### src/rtl/pipelined_add_sub_pkg.sv
// rtl/pipelined_add_sub_pkg.sv - shared constants and elaboration helpers for pipelined_add_sub
//
// Package addsub_pkg
//   OP_ADD / OP_SUB : encoding of the sub control input
//   calc_stages()   : pipeline depth derived from operand width and chunk width
//   chunk_ok()      : legality of an (N, CHUNK) pair, checked at elaboration by the top
package addsub_pkg;

  localparam logic OP_ADD = 1'b0;
  localparam logic OP_SUB = 1'b1;

  // One ripple segment per pipeline stage, so depth is simply the chunk count.
  function automatic int calc_stages(input int n, input int chunk);
    if (chunk <= 0) begin
      return 1;
    end
    return n / chunk;
  endfunction

  // The carry chain has to split into whole segments; a partial top segment
  // would need its own stage shape and is not supported.
  function automatic bit chunk_ok(input int n, input int chunk);
    return (chunk > 0) && (n > 0) && (chunk <= n) && ((n % chunk) == 0);
  endfunction

endpackage

### src/rtl/pipelined_add_sub_if.sv
// rtl/pipelined_add_sub_if.sv - operand/result handshake bundle for pipelined_add_sub
//
// Interface pipelined_add_sub_if #(N)
//   Upstream side   : in_valid, in_ready, a[N], b[N], sub
//   Downstream side : out_valid, out_ready, s[N], c_out, ovf, zero
// Modports
//   master : the agent that supplies operands and consumes results
//   slave  : the adder/subtractor itself
interface pipelined_add_sub_if #(
  parameter int N = 16
) ();

  logic         in_valid;
  logic         in_ready;
  logic [N-1:0] a;
  logic [N-1:0] b;
  logic         sub;

  logic         out_valid;
  logic         out_ready;
  logic [N-1:0] s;
  logic         c_out;
  logic         ovf;
  logic         zero;

  modport master (
    output in_valid, a, b, sub, out_ready,
    input  in_ready, out_valid, s, c_out, ovf, zero
  );

  modport slave (
    input  in_valid, a, b, sub, out_ready,
    output in_ready, out_valid, s, c_out, ovf, zero
  );

endinterface

### src/rtl/pipelined_add_sub_chunk.sv
// rtl/pipelined_add_sub_chunk.sv - one W-bit ripple segment of the pipelined carry chain
//
// Module addsub_chunk #(W)
//   a_i[W], b_i[W] : operand slice (b already conditioned for subtraction)
//   c_i            : carry into the segment LSB
//   sum_o[W]       : segment sum
//   c_o            : carry out of the segment MSB
//   c_msb_o        : carry into the segment MSB (used for signed overflow on the top segment)
module addsub_chunk #(
  parameter int W = 4
) (
  input  logic [W-1:0] a_i,
  input  logic [W-1:0] b_i,
  input  logic         c_i,
  output logic [W-1:0] sum_o,
  output logic         c_o,
  output logic         c_msb_o
);

  logic [W:0] carry;

  always_comb begin
    carry    = '0;
    sum_o    = '0;
    carry[0] = c_i;
    for (int i = 0; i < W; i++) begin
      sum_o[i]   = a_i[i] ^ b_i[i] ^ carry[i];
      carry[i+1] = (a_i[i] & b_i[i]) | (carry[i] & (a_i[i] ^ b_i[i]));
    end
  end

  assign c_o     = carry[W];
  assign c_msb_o = carry[W-1];

endmodule

### src/rtl/pipelined_add_sub.sv
// rtl/pipelined_add_sub.sv - carry-pipelined N-bit adder/subtractor with valid/ready handshake
//
// Module pipelined_add_sub #(N, CHUNK)
//   clk   : rising-edge clock
//   rst_n : asynchronous active-low reset, clears every valid bit and the result registers
//   bus   : pipelined_add_sub_if.slave carrying operands (a, b, sub, in_valid/in_ready)
//           and results (s, c_out, ovf, zero, out_valid/out_ready)
//
// The N-bit carry chain is cut into N/CHUNK ripple segments, one per stage.
// Stage k resolves bits [k*CHUNK +: CHUNK]; the still-unprocessed upper operand
// bits ride along with it and the already-resolved lower sum bits accumulate,
// so every stage register is exactly as wide as what remains to be carried.
// Latency equals the stage count; one global advance enable stalls all stages.
//
// Build option: define ADDSUB_SAT_EN to clamp s to the signed limit on overflow.
// Without it s wraps modulo 2^N and no clamp logic exists.
module pipelined_add_sub
  import addsub_pkg::*;
#(
  parameter int N     = 16,
  parameter int CHUNK = 4
) (
  input  logic                 clk,
  input  logic                 rst_n,
  pipelined_add_sub_if.slave   bus
);

  localparam int STAGES = calc_stages(N, CHUNK);

  if (!chunk_ok(N, CHUNK)) begin : g_bad_chunk
    $error("pipelined_add_sub: N must be a positive multiple of CHUNK");
  end

  // Whole pipeline moves together: it may advance whenever the output slot is
  // empty or being drained this cycle. Bubbles therefore travel but never collapse.
  logic adv;

  logic         out_v_q;
  logic [N-1:0] s_q;
  logic [N-1:0] s_d;
  logic         c_out_q;
  logic         ovf_q;
  logic         ovf_d;
  logic         zero_q;
  logic         zero_d;

  // Combinational result of the last segment, before the output register.
  logic [N-1:0] fin_s;
  logic         fin_c;
  logic         fin_cm;
  logic         fin_v;

  logic         sub_op;

  assign adv          = !out_v_q || bus.out_ready;
  assign bus.in_ready = adv;
  assign sub_op       = (bus.sub == OP_SUB);

  for (genvar k = 0; k < STAGES; k++) begin : g_stg
    localparam int REM_IN = N - k * CHUNK;     // operand bits not yet resolved
    localparam int DONE   = (k + 1) * CHUNK;   // sum bits resolved after this stage

    logic [REM_IN-1:0] a_in;
    logic [REM_IN-1:0] b_in;
    logic              c_in;
    logic              v_in;
    logic [DONE-1:0]   s_acc;
    logic [CHUNK-1:0]  sum;
    logic              cout;
    logic              cmsb;

    addsub_chunk #(
      .W (CHUNK)
    ) u_chunk (
      .a_i     (a_in[CHUNK-1:0]),
      .b_i     (b_in[CHUNK-1:0]),
      .c_i     (c_in),
      .sum_o   (sum),
      .c_o     (cout),
      .c_msb_o (cmsb)
    );

    if (k == 0) begin : g_head
      // Subtraction as A + ~B + 1: invert B and inject the +1 as carry-in.
      assign a_in  = bus.a;
      assign b_in  = bus.b ^ {N{sub_op}};
      assign c_in  = sub_op;
      assign v_in  = bus.in_valid;
      assign s_acc = sum;
    end else begin : g_body
      assign a_in  = g_stg[k-1].g_reg.a_q;
      assign b_in  = g_stg[k-1].g_reg.b_q;
      assign c_in  = g_stg[k-1].g_reg.c_q;
      assign v_in  = g_stg[k-1].g_reg.v_q;
      assign s_acc = {sum, g_stg[k-1].g_reg.s_q};
    end

    if (k < STAGES - 1) begin : g_reg
      localparam int REM = N - DONE;

      logic            v_q;
      logic [REM-1:0]  a_q;
      logic [REM-1:0]  b_q;
      logic [DONE-1:0] s_q;
      logic            c_q;

      always_ff @(posedge clk or negedge rst_n) begin
        if (!rst_n) begin
          v_q <= 1'b0;
          a_q <= '0;
          b_q <= '0;
          s_q <= '0;
          c_q <= 1'b0;
        end else if (adv) begin
          v_q <= v_in;
          a_q <= a_in[REM_IN-1:CHUNK];
          b_q <= b_in[REM_IN-1:CHUNK];
          s_q <= s_acc;
          c_q <= cout;
        end
      end
    end else begin : g_last
      assign fin_s  = s_acc;
      assign fin_c  = cout;
      assign fin_cm = cmsb;
      assign fin_v  = v_in;
    end
  end

  // Final stage: flags and optional clamp are folded in ahead of the output
  // register so they cost no extra cycle.
  always_comb begin
    ovf_d = fin_cm ^ fin_c;
    s_d   = fin_s;
`ifdef ADDSUB_SAT_EN
    // A wrapped result with MSB set can only come from two positive operands,
    // so it clamps high; a wrapped result with MSB clear clamps low.
    if (ovf_d) begin
      s_d = fin_s[N-1] ? {1'b0, {(N-1){1'b1}}} : {1'b1, {(N-1){1'b0}}};
    end
`endif
    zero_d = (s_d == '0);
  end

  always_ff @(posedge clk or negedge rst_n) begin
    if (!rst_n) begin
      out_v_q <= 1'b0;
      s_q     <= '0;
      c_out_q <= 1'b0;
      ovf_q   <= 1'b0;
      zero_q  <= 1'b0;
    end else if (adv) begin
      out_v_q <= fin_v;
      s_q     <= s_d;
      c_out_q <= fin_c;
      ovf_q   <= ovf_d;
      zero_q  <= zero_d;
    end
  end

  assign bus.out_valid = out_v_q;
  assign bus.s         = s_q;
  assign bus.c_out     = c_out_q;
  assign bus.ovf       = ovf_q;
  assign bus.zero      = zero_q;

endmodule
### src/flat_wrapper.sv
// flat-port wrapper written by rule: the top's interface ports become plain ports
module pipelined_add_sub_flat import addsub_pkg::*;
#(
  parameter int N     = 16,
  parameter int CHUNK = 4
)
  (clk, rst_n, bus_in_valid, bus_a, bus_b, bus_sub, bus_out_ready, bus_in_ready, bus_out_valid, bus_s, bus_c_out, bus_ovf, bus_zero);
  pipelined_add_sub_if #(.N(N)) bus_i ();
  input  logic clk;
  input  logic rst_n;
  input wire logic [$bits(bus_i.in_valid)-1:0] bus_in_valid;
  input wire logic [$bits(bus_i.a)-1:0] bus_a;
  input wire logic [$bits(bus_i.b)-1:0] bus_b;
  input wire logic [$bits(bus_i.sub)-1:0] bus_sub;
  input wire logic [$bits(bus_i.out_ready)-1:0] bus_out_ready;
  output wire logic [$bits(bus_i.in_ready)-1:0] bus_in_ready;
  output wire logic [$bits(bus_i.out_valid)-1:0] bus_out_valid;
  output wire logic [$bits(bus_i.s)-1:0] bus_s;
  output wire logic [$bits(bus_i.c_out)-1:0] bus_c_out;
  output wire logic [$bits(bus_i.ovf)-1:0] bus_ovf;
  output wire logic [$bits(bus_i.zero)-1:0] bus_zero;
  assign bus_i.in_valid = bus_in_valid;
  assign bus_i.a = bus_a;
  assign bus_i.b = bus_b;
  assign bus_i.sub = bus_sub;
  assign bus_i.out_ready = bus_out_ready;
  assign bus_in_ready = bus_i.in_ready;
  assign bus_out_valid = bus_i.out_valid;
  assign bus_s = bus_i.s;
  assign bus_c_out = bus_i.c_out;
  assign bus_ovf = bus_i.ovf;
  assign bus_zero = bus_i.zero;
  pipelined_add_sub #(.N(N), .CHUNK(CHUNK)) u_core (.clk(clk), .rst_n(rst_n), .bus(bus_i));
endmodule
### config.mk
export PLATFORM = sky130hd
export DESIGN_NAME = pipelined_add_sub_flat
export DESIGN_NICKNAME = d
export VERILOG_FILES = /design/src/rtl/pipelined_add_sub_pkg.sv /design/src/rtl/pipelined_add_sub_if.sv /design/src/rtl/pipelined_add_sub_chunk.sv /design/src/rtl/pipelined_add_sub.sv /design/src/flat_wrapper.sv
export SDC_FILE = /design/constraint.sdc
export NUM_CORES = 1
export LEC_CHECK = 0
export BUFFER_PORTS_ARGS = -buffer_cell sky130_fd_sc_hd__buf_2
export CORE_UTILIZATION = 61
export DETAILED_ROUTE_END_ITERATION = 8
export PLACE_DENSITY = 0.89
export SLEW_MARGIN = 20
export SYNTH_ARGS = -nofsm -noshare
export SYNTH_HDL_FRONTEND = slang
export SYNTH_SLANG_ARGS = --single-unit
### constraint.sdc
create_clock -name clk -period 3.7 [get_ports clk]
set_clock_uncertainty 0.1 [all_clocks]
set_input_delay 0.185 -clock clk [delete_from_list [all_inputs] [get_ports clk]]
set_output_delay 0.185 -clock clk [all_outputs]
set_load 0.01 [all_outputs]
==> metrics.md, run 1 <==
| Metric | Value |
|---|---|
| Status | `finished, final reports clean` |
| Hold Startpoint | `bus_b[13]` |
| Clock tree from TritonCTS | `built` |
| Number of synthesized register bits | `between 90 and 100` |
| Core ar. | `between 6000 and 7000 um^2` |
| Fin crit share | `72.8%` |
| Synth Net Count | `about 500` |
| Vias | `2939` |
| Main synth FF type | `dfrtp_1` |
| Final setup violation count | `0` |
| Initial DRC count | `164` |
| CTS root buf | `clkbuf_8` |
| Die height | `roughly 86 um` |
| Final Hold Fails | `0` |
| Vias in the first global route | `slightly below 3000` |
| Layout area overhead | `13.4%` |
| First-pass GRT wire length | `13000 um` |
| Number of remaining DRC errors | `0` |
| Hold Path Class | `input port to flip-flop` |
| Crit start category | `flip-flop` |
| Min Hold Slack | `0.0129 ns` |
| Power per Cell Area | `~800 nW/um^2` |
| RSZ-0062 raised after global routing | `false` |
| Hold buffer count at CTS | `14` |
| Setup Fix Bufs, Post-CTS | `0` |
| Yosys cell types | `21` |
| Req. time, crit path | `3.80 ns` |
| WL per Instance | `12.1 um` |
| Worst-skew pair later-pin latency | `about 0.36 ns` |
| Final TNS setup | `0 ns` |
| GP Congestion | `0.792` |
| Share of async-settable or async-resettable flops after synthesis | `100%` |
| I/O pins | `58` |
| Total power | `3.84 mW` |
| Post-route ant nets | `0` |
| Max FO, Critical Path | `2` |
| Register area share after synthesis | `57.1%` |
| DP Wirelength | `4950 um` |
| CTS Buffer Depth | `2` |
| Crit path capture type | `flip-flop` |
| Drt first pass iters | `4` |
| Die W | `85.9 um` |
| Post-CTS sizing | `0` |
| Clk slew on worst S/H paths | `0.09 ns` |
| Critical path class | `flip-flop to flip-flop` |
| Number of flops mapped to enable cells by yosys | `0` |
| Cell Rows | `30` |
| TritonCTS buffer count | `9` |
| Min Tclk post-route | `2.69 ns` |
| Max VDD drop | `0.000427 V` |
| Largest net degree at the start of global routing | `87` |
| Critical Path AT | `approximately 2.8 ns` |
| Filler instances | `490` |
| Fmax | `371 MHz` |
| Fin util | `between 70 and 80%` |
| Routed wire length | `7310 um` |
| Syn Inst Count | `443` |
| Share of layout cells above drive strength 1 | `17.6%` |
| Final net count | `557` |
| I/O Buffers | `57` |
| Antenna cells | `0` |
| Commonest non-fill, non-tap cell in the layout | `nand2_1` |
| Setup WS post-layout | `1.01 ns` |
| Worst slew pin tran | `about 0.78 ns` |
| Synth Area per Inst | `9.69 um^2` |
| Max_slew headroom | `48.0%` |
| DIE AREA | `7380 um^2` |
| Initial antenna violation count | `0` |
| H-tree depth | `3` |
| Clock Sinks | `98` |
| Initial core utilization | `between 60 and 70%` |
| Max-slew violations | `0` |
| Crit path launch | `u_core.g_stg[2].g_reg.b_q[0]$_DFFE_PN0P_` |
| Vias per inst | `4.85` |
| Pleak | `about 2.5 nW` |
| Cell Area, Synth | `4290 um^2` |
| YS warnings | `0` |
| Worst R2R Start | `u_core.g_stg[2].g_reg.b_q[0]$_DFFE_PN0P_` |
| Most frequent cells in the layout | `nand2_1 (210), dfrtp_1 (98), buf_2 (56)` |
| Max cap viols | `0` |
| GRT overflow | `0` |
| Post-place setup slack | `approximately 1.0 ns` |
| GRT Resource Usage Total | `23.1%` |
==> cell type report <==
class,instances,area [um^2],share of cell area (%)
clock inverters,4,26.3,0.540
inverters,25,95.1,1.95
clock buffers,12,155,3.19
flip-flops and latches,98,2450,50.4
repair buffers,75,458,9.40
well taps,96,120,2.47
multi-input cells,296,1560,32.1
==> metrics by stage <==
stage	cell area, um^2	cells
3_5_place_dp	4550	576
6_report	4870	606
5_1_grt	4870	606
4_1_cts	4870	606
2_1_floorplan	4290	443
3_3_place_gp	4550	576
==> synthesized netlist by cell type, drive strengths merged (2+ instances only) <==
| master | n | share of area, % |
|---|---|---|
| a21oi | 11 | 2.2 |
| buf | 22 | 4.1 |
| clkbuf | 2 | 0.17 |
| dfrtp | 98 | 57 |
| fa | 15 | 7.0 |
| inv | 25 | 2.2 |
| nand2 | 210 | 18 |
| nor2 | 11 | 0.96 |
| nor4 | 2 | 0.29 |
| nor4b | 2 | 0.41 |
| o21ai | 24 | 2.8 |
| xnor2 | 12 | 2.4 |
| xor2 | 5 | 1.0 |
==> critical path, cell delays in order, from the launching register on <==
cell	delay [ns]
dfrtp_1	0.37
inv_1	0.10
fa_1	0.18
inv_1	0.06
fa_1	0.44
fa_1	0.47
inv_1	0.10
fa_1	0.42
nor4b_1	0.17
nand4_1	0.06
o21ai_0	0.07
==> per-layer routing <==
metal,wire (um),share of wire (%),vias to the layer above,global-route usage [%]
li1,-,-,1466,-
met1,3290,45,1401,31.4
met2,3580,49,62,36.9
met3,306,4.2,10,5.10
met4,135,1.8,0,9.24
met5,0,0,-,0
==> sequential cells by signal, indices dropped and copies added, names as in the netlist <==
register	flops
u_core.bus.s	16
u_core.fin_v	1
u_core.bus.out_valid	1
u_core.bus.c_out	1
u_core.g_stg.g_reg.b_q	24
u_core.bus.ovf	1
u_core.g_stg.g_reg.v_q	2
u_core.bus.zero	1
u_core.g_stg.g_reg.s_q	24
u_core.g_stg.g_reg.a_q	24
u_core.g_stg.g_reg.c_q	3
==> report_power, final <==
part,switching (mW),total (mW),internal [mW]
Sequential,0.261,1.80,1.54
Combinational,0.840,1.42,0.582
Clock,0.337,0.617,0.280
Total,1.44,3.84,2.40
==> cells by family (layout without fill, tap and decap cells) <==
kind of cell | after synthesis | after routing | synth area share [%]
adder cells (fa/ha/maj) | 15 | 15 | 6.99
buffers and inverters | 49 | 116 | 6.50
AO/OA/AOI/OAI | 35 | 35 | 5.04
flip-flops | 98 | 98 | 57.1
multiplexers | 1 | 1 | 0.262
XOR/XNOR | 17 | 17 | 3.47
AND/OR/NAND/NOR | 228 | 228 | 20.6
==> worst paths after layout <==
path,to,slack (ns),depth (start not counted)
max,u_core.bus.zero$_DFFE_PN0P_,1.01,10
min,u_core.g_stg[0].g_reg.b_q[9]$_DFFE_PN0P_,0.01,3
max reg2reg,u_core.bus.zero$_DFFE_PN0P_,1.01,10
min reg2reg,u_core.bus.s[8]$_DFFE_PN0P_,0.36,2
max in group asynchronous,u_core.g_stg[0].g_reg.a_q[6]$_DFFE_PN0P_,2.23,3
min in group asynchronous,u_core.g_stg[0].g_reg.b_q[4]$_DFFE_PN0P_,0.35,2
No activity file was read; power rests on OpenSTA's default activity.
==> run 2, diff against run 1 <==
Settings changed: CORE_UTILIZATION 61 to 57, PLACE_DENSITY 0.89 to 0.84.
Clock period 3.7 ns to 2.8 ns, I/O delays scaled along.
==> run 2 against run 1 <==
  * Fmax is 1.4% higher
  * Routed wire length is 14% higher
  * Power is 41% higher
  * Utilization is 1.5 points lower
  * Critical path type unchanged
  * Largest cell class unchanged
  * Highest routed layer unchanged
==> metrics.md, run 2 (synthesized netlist as in run 1, its figures left out) <==
| Metric | Value |
|---|---|
| Commonest non-fill, non-tap cell in the layout | `nand2_1 (unchanged)` |
| Critical Path AT | `2.85 ns (was 2.80 ns)` |
| I/O pins | `58 (unchanged)` |
| Max VDD drop | `0.000436 V (was 0.000427 V)` |
| Placed Instances | `580 (was 576)` |
| Largest registers | `u_core.g_stg.g_reg.a_q (24), u_core.g_stg.g_reg.b_q (24), u_core.g_stg.g_reg.s_q (24) (unchanged)` |
| Fin util | `70.1% (was 71.7%)` |
| Most frequent cells in the layout | `nand2_1 (210), dfrtp_1 (98), buf_2 (56) (unchanged)` |
| Vias | `3073 (was 2939)` |
| Drt first pass iters | `4 (unchanged)` |
| Clk slew on worst S/H paths | `0.09 ns (about the same)` |
| Worst Hold Path Cells | `3 (unchanged)` |
| Antenna cells | `0 (unchanged)` |
| Non-Filler Instances | `624 (was 606)` |
| Power per Cell Area | `1060 nW/um^2 (was 789 nW/um^2)` |
| Worst R2R Path Depth | `10 (unchanged)` |
| Routed wire length | `8330 um (was 7310 um)` |
| Die W | `88.8 um (was 85.9 um)` |
| Final Hold Fails | `0 (unchanged)` |
| Final net count | `572 (was 557)` |
| Fmax | `376 MHz (was 371 MHz)` |
| Cell Rows | `31 (was 30)` |
| Max FO, Critical Path | `2 (unchanged)` |
| Filler instances | `539 (was 490)` |
| Hold Path Class | `input port to flip-flop (unchanged)` |
| Min Tclk post-route | `2.66 ns (was 2.69 ns)` |
| Max-slew violations | `0 (unchanged)` |
| Layout area overhead | `18.5% (was 13.4%)` |
| GRT overflow | `0 (unchanged)` |
| GRT Resource Usage Total | `24.2% (was 23.1%)` |
| Max_slew headroom | `48.2% (was 48.0%)` |
| DP Wirelength | `5240 um (was 4950 um)` |
| Crit start category | `flip-flop (unchanged)` |
| Die height | `88.8 um (was 85.9 um)` |
| Clock tree from TritonCTS | `built (unchanged)` |
| Max cap viols | `0 (unchanged)` |
| CTS root buf | `clkbuf_8 (unchanged)` |
| Worst-skew pair later-pin latency | `0.37 ns (was 0.36 ns)` |
| Largest net degree at the start of global routing | `87 (unchanged)` |
| WL per Instance | `13.4 um (was 12.1 um)` |
| I/O Buffers | `57 (unchanged)` |
| Initial core utilization | `59.2% (was 63.2%)` |
| Pleak | `2.61 nW (was 2.53 nW)` |
| Status | `finished, final reports clean (unchanged)` |
| Initial DRC count | `238 (was 164)` |
| Final setup violation count | `0 (unchanged)` |
| GP Congestion | `0.827 (was 0.792)` |
| Crit path capture type | `flip-flop (unchanged)` |
| Initial antenna violation count | `0 (unchanged)` |
| Fin crit share | `94.9% (was 72.8%)` |
| First-pass GRT wire length | `14000 um (was 13000 um)` |
| Share of layout cells above drive strength 1 | `18.5% (was 17.6%)` |
| Critical path class | `flip-flop to flip-flop (unchanged)` |
| Vias per inst | `4.92 (was 4.85)` |
| H-tree depth | `3 (unchanged)` |
| Worst slew pin tran | `0.777 ns (was 0.780 ns)` |
| TritonCTS buffer count | `9 (unchanged)` |
| Vias in the first global route | `2992 (was 2911)` |
| DIE AREA | `7880 um^2 (was 7380 um^2)` |
| Number of remaining DRC errors | `0 (unchanged)` |
| Clock Sinks | `98 (unchanged)` |
| Req. time, crit path | `2.99 ns (was 3.80 ns)` |
| Core ar. | `7250 um^2 (was 6790 um^2)` |
| CTS Buffer Depth | `2 (unchanged)` |
| Post-route ant nets | `0 (unchanged)` |
## run 2: changes by cell type in the layout (fill, tap and decap cells not counted), sizes merged
cell / previous run / this run
dlygate4sd3: 14 / 27
clkbuf: 12 / 9
buf: 61 / 63
bufinv: 0 / 2
clkinvlp: 1 / 2
## run 2: routing by layer
metal	routed length (um)	share of wire (%)	up-vias	GRT usage, %
met3	435	5.2	14	4.29
li1	-	-	1499	-
met1	3470	42	1477	30.9
met4	147	1.8	0	11.9
met2	4280	51	83	40.3
met5	0	0	-	0
## run 2: path summary, 6_finish.rpt
path                                                                from                                   endpoint  slack (ns)
worst max-delay path            u_core.g_stg[2].g_reg.b_q[0]$_DFFE_PN0P_                u_core.bus.zero$_DFFE_PN0P_        0.14
min in group asynchronous                                          rst_n   u_core.g_stg[0].g_reg.a_q[2]$_DFFE_PN0P_        0.24
worst min register to register              u_core.bus.s[10]$_DFFE_PN0P_               u_core.bus.s[10]$_DFFE_PN0P_        0.36
worst max register to register  u_core.g_stg[2].g_reg.b_q[0]$_DFFE_PN0P_                u_core.bus.zero$_DFFE_PN0P_        0.14
max in group asynchronous                                          rst_n  u_core.g_stg[0].g_reg.b_q[11]$_DFFE_PN0P_        1.59
worst min-delay path                                           bus_b[11]   u_core.g_stg[0].g_reg.b_q[7]$_DFFE_PN0P_        0.03
## run 2: final cells by class
cell class              count  area, um^2  area share (%)
flip-flops and latches     98        2450            48.2
multi-input cells         296        1580            31.1
repair buffers             90         616            12.1
clock inverters             7        93.8            1.84
clock buffers               9         124            2.43
inverters                  25        95.1            1.87
well taps                  99         124            2.43
## run 2: worst max-delay path, cell delays in order, from the launching register on
cell and delay (ns):
dfrtp_1 0.35, inv_1 0.08, fa_1 0.45, inv_2 0.08, fa_2 0.21, fa_2 0.22, inv_1 0.06, fa_1 0.55
nor4b_4 0.20, nand4_1 0.11, o21ai_1 0.16
## run 2: where the power goes
part           internal [mW]  switching [mW]  total, mW
sequential              2.04           0.372       2.41
clock                  0.501           0.481      0.981
combinational          0.858            1.16       2.02
total                   3.40            2.02       5.41
## run 2: metrics by stage
| stage | area, um^2 | hold WS [ns] | power, mW | setup slack (ns) | setup TNS (ns) |
|---|---|---|---|---|---|
| global placement | 4570 | 0.105 | 4.16 | 0.199 | 0 |
| detailed placement | 4570 | 0.112 | 4.33 | 0.0281 | 0 |
| floorplan | 4290 | -0.256 | 3.79 | 0.283 | 0 |
| global route | 5090 | 0.0400 | 5.83 | -0.00203 | -0.00203 |
| finish | 5090 | 0.0285 | 5.41 | 0.144 | 0 |
| CTS | 5070 | 0.0303 | 5.38 | 0.0188 | 0 |
## run 2: timing repair
action | CTS | global route
hold buffers | 27 | 0
buffers inserted | 0 | 1
gates resized for setup | 2 | 4
setup endpoints to repair | 1 | 1
pin swaps | 0 | 1
hold endpoints to repair | 77 | 0
==> run 3, diff against run 2 <==
Settings changed: CORE_ASPECT_RATIO from default to 0.6, CORE_UTILIZATION 57 to 52, PLACE_DENSITY 0.84 to 0.81.
Clock period 2.8 ns to 2.3 ns, I/O delays scaled along.
==> run 3 against run 2 <==
  * The flow now finishes with violations (negative setup slack)
  * Worst setup slack worse by 0.30 ns
  * Utilization down 3.5 points
  * Power up 35%
  * Register-to-register slack worse by 0.30 ns
  * First-iteration DRC count down 14%
==> metrics.md, run 3 (synthesized netlist as in run 1, its figures left out) <==
| Metric | Value |
|---|---|
| Critical Path AT | `2.62 ns (was 2.85 ns)` |
| Max cap viols | `0 (unchanged)` |
| Filler instances | `603 (was 539)` |
| Min Hold Slack | `0.0119 ns (was 0.0285 ns)` |
| Share of layout cells above drive strength 1 | `22.3% (was 18.5%)` |
| Final setup violation count | `1 (was 0)` |
| Initial antenna violation count | `0 (unchanged)` |
| Vias per inst | `4.77 (was 4.92)` |
| Worst-skew pair later-pin latency | `0.34 ns (was 0.37 ns)` |
| Worst R2R Start | `u_core.g_stg[2].g_reg.c_q$_DFFE_PN0P_ (was u_core.g_stg[2].g_reg.b_q[0]$_DFFE_PN0P_)` |
| Routed wire length | `8680 um (was 8330 um)` |
| Net Sw Frac | `35.2% (was 37.3%)` |
| I/O Buffers | `57 (unchanged)` |
| Pleak | `2.69 nW (was 2.61 nW)` |
| H-tree depth | `3 (unchanged)` |
| Initial DRC count | `204 (was 238)` |
| P_sw | `2.57 mW (was 2.02 mW)` |
| Worst R2R Path Depth | `10 (unchanged)` |
| GRT Resource Usage Total | `22.7% (was 24.2%)` |
| RSZ-0062 raised after global routing | `true` |
| Cell Rows | `25 (was 31)` |
| Max_slew headroom | `47.3% (was 48.2%)` |
| Failing checks | `negative setup slack` |
| Largest net degree at the start of global routing | `87 (unchanged)` |
| Fin util | `66.6% (was 70.1%)` |
| Crit start category | `flip-flop (unchanged)` |
| GRT overflow | `0 (unchanged)` |
| First-pass GRT wire length | `14600 um (was 14000 um)` |
| Core ar. | `7950 um^2 (was 7250 um^2)` |
| RR Endpoint | `u_core.bus.zero$_DFFE_PN0P_ (unchanged)` |
| Crit path capture type | `flip-flop (unchanged)` |
| Worst Hold End | `u_core.g_stg[0].g_reg.b_q[6]$_DFFE_PN0P_ (was u_core.g_stg[0].g_reg.b_q[7]$_DFFE_PN0P_)` |
| Post-route ant nets | `0 (unchanged)` |
| Min Tclk post-route | `2.46 ns (was 2.66 ns)` |
| Hold Path Class | `input port to flip-flop (unchanged)` |
| DP Wirelength | `5720 um (was 5240 um)` |
| Fmax | `407 MHz (was 376 MHz)` |
| Clock Sinks | `98 (unchanged)` |
| Max VDD drop | `0.000492 V (was 0.000436 V)` |
| Worst Hold Path Cells | `3 (unchanged)` |
| Status | `finished with violations (was finished, final reports clean)` |
| Number of remaining DRC errors | `0 (unchanged)` |
| TritonCTS buffer count | `9 (unchanged)` |
| Req. time, crit path | `2.47 ns (was 2.99 ns)` |
| Clock power share | `23.6% (was 18.1%)` |
| Fin crit share | `107% (was 94.9%)` |
| Initial core utilization | `54.0% (was 59.2%)` |
| Clock tree from TritonCTS | `built (unchanged)` |
| Commonest non-fill, non-tap cell in the layout | `nand2_1 (unchanged)` |
| WL per Instance | `13.6 um (was 13.4 um)` |
| Worst slew pin tran | `0.791 ns (was 0.777 ns)` |
| Sequential share of power | `40.6% (was 44.5%)` |
| I/O pins | `58 (unchanged)` |
| Die W | `119 um (was 88.8 um)` |
| Final net count | `576 (was 572)` |
| Largest registers | `u_core.g_stg.g_reg.a_q (24), u_core.g_stg.g_reg.b_q (24), u_core.g_stg.g_reg.s_q (24) (unchanged)` |
| Drt first pass iters | `4 (unchanged)` |
| GP Congestion | `0.779 (was 0.827)` |
| Power per Cell Area | `1380 nW/um^2 (was 1060 nW/um^2)` |
| Int Power | `4.72 mW (was 3.40 mW)` |
| Critical path class | `flip-flop to flip-flop (unchanged)` |
| Layout area overhead | `23.3% (was 18.5%)` |
| Antenna cells | `0 (unchanged)` |
| Final Hold Fails | `0 (unchanged)` |
| Total power | `7.29 mW (was 5.41 mW)` |
| Max-slew violations | `0 (unchanged)` |
| Hold Startpoint | `bus_b[10] (was bus_b[11])` |
| Logic pwr share | `35.8% (was 37.4%)` |
| Max FO, Critical Path | `2 (unchanged)` |
| CTS Buffer Depth | `2 (unchanged)` |
| Vias in the first global route | `3008 (was 2992)` |
| DIE AREA | `8640 um^2 (was 7880 um^2)` |
| Vias | `3038 (was 3073)` |
| CTS root buf | `clkbuf_16 (was clkbuf_8)` |
| Die height | `72.4 um (was 88.8 um)` |
| Most frequent cells in the layout | `nand2_1 (210), dfrtp_1 (98), buf_2 (56) (unchanged)` |
| Clk slew on worst S/H paths | `0.06 ns (was 0.09 ns)` |
| Flop2flop setup slack | `-0.16 ns (was 0.14 ns)` |
| Setup WS post-layout | `-0.156 ns (was 0.144 ns)` |
[run 3: worst max path at each step]
stage / depth (start not counted) / slack, ns / start / endpoint
2_1_floorplan: 10 / -0.006 / u_core.g_stg[2].g_reg.c_q$_DFFE_PN0P_ / u_core.bus.zero$_DFFE_PN0P_
3_3_place_gp: 10 / -0.05 / u_core.g_stg[2].g_reg.c_q$_DFFE_PN0P_ / u_core.bus.zero$_DFFE_PN0P_
3_5_place_dp: 10 / -0.17 / u_core.g_stg[2].g_reg.c_q$_DFFE_PN0P_ / u_core.bus.zero$_DFFE_PN0P_
4_1_cts: 10 / -0.17 / u_core.g_stg[2].g_reg.c_q$_DFFE_PN0P_ / u_core.bus.zero$_DFFE_PN0P_
5_1_grt: 10 / -0.24 / u_core.g_stg[2].g_reg.c_q$_DFFE_PN0P_ / u_core.bus.zero$_DFFE_PN0P_
6_report: 10 / -0.16 / u_core.g_stg[2].g_reg.c_q$_DFFE_PN0P_ / u_core.bus.zero$_DFFE_PN0P_
[run 3: repair_timing]
item	in CTS	in global routing
pin swaps	2	5
endpoints found under the hold margin	60	0
resized for setup	5	6
setup endpoints to repair	3	5
hold buffers	25	0
setup buffers	0	2
[run 3: per-layer routing]
layer  global-route usage, %  part of all wire [%]
met1                    32.6                    48
met2                    34.3                    44
met3                    7.23                   6.7
met4                    4.72                  0.93
met5                       0                     0
[run 3: power groups by stage]
stage / logic, mW / clock network [mW] / registers, mW
global route: 2.95 / 1.84 / 3.05
finish: 2.61 / 1.72 / 2.96
floorplan: 1.71 / 0 / 2.94
CTS: 2.58 / 1.75 / 2.96
global placement: 2.35 / 0 / 2.92
detailed placement: 2.48 / 0 / 2.97
[run 3: layout make-up]
cell class / instances / area [um^2] / share of cell area (%)
clock inverters: 6 / 114 / 2.15
clock buffers: 10 / 239 / 4.51
flip-flops and latches: 98 / 2450 / 46.3
multi-input cells: 296 / 1610 / 30.3
repair buffers: 94 / 653 / 12.3
well taps: 108 / 135 / 2.55
inverters: 25 / 95.1 / 1.80
[run 3: per-stage QoR]
stage	setup slack (ns)	cells	instance area [um^2]	setup TNS, ns
6_report	-0.156	637	5290	-0.156
5_1_grt	-0.236	637	5290	-0.290
4_1_cts	-0.168	635	5260	-0.176
3_5_place_dp	-0.172	594	4650	-0.224
3_3_place_gp	-0.0512	594	4650	-0.0512
2_1_floorplan	-0.00562	443	4310	-0.00562
[run 3: worst max-delay path, stage by stage (launching register included)]
cell,delay (ns)
dfrtp_1,0.36
inv_2,0.05
fa_2,0.37
inv_2,0.06
fa_2,0.19
fa_2,0.22
inv_2,0.04
fa_1,0.51
nor4b_4,0.20
nand4_1,0.13
o21ai_1,0.15
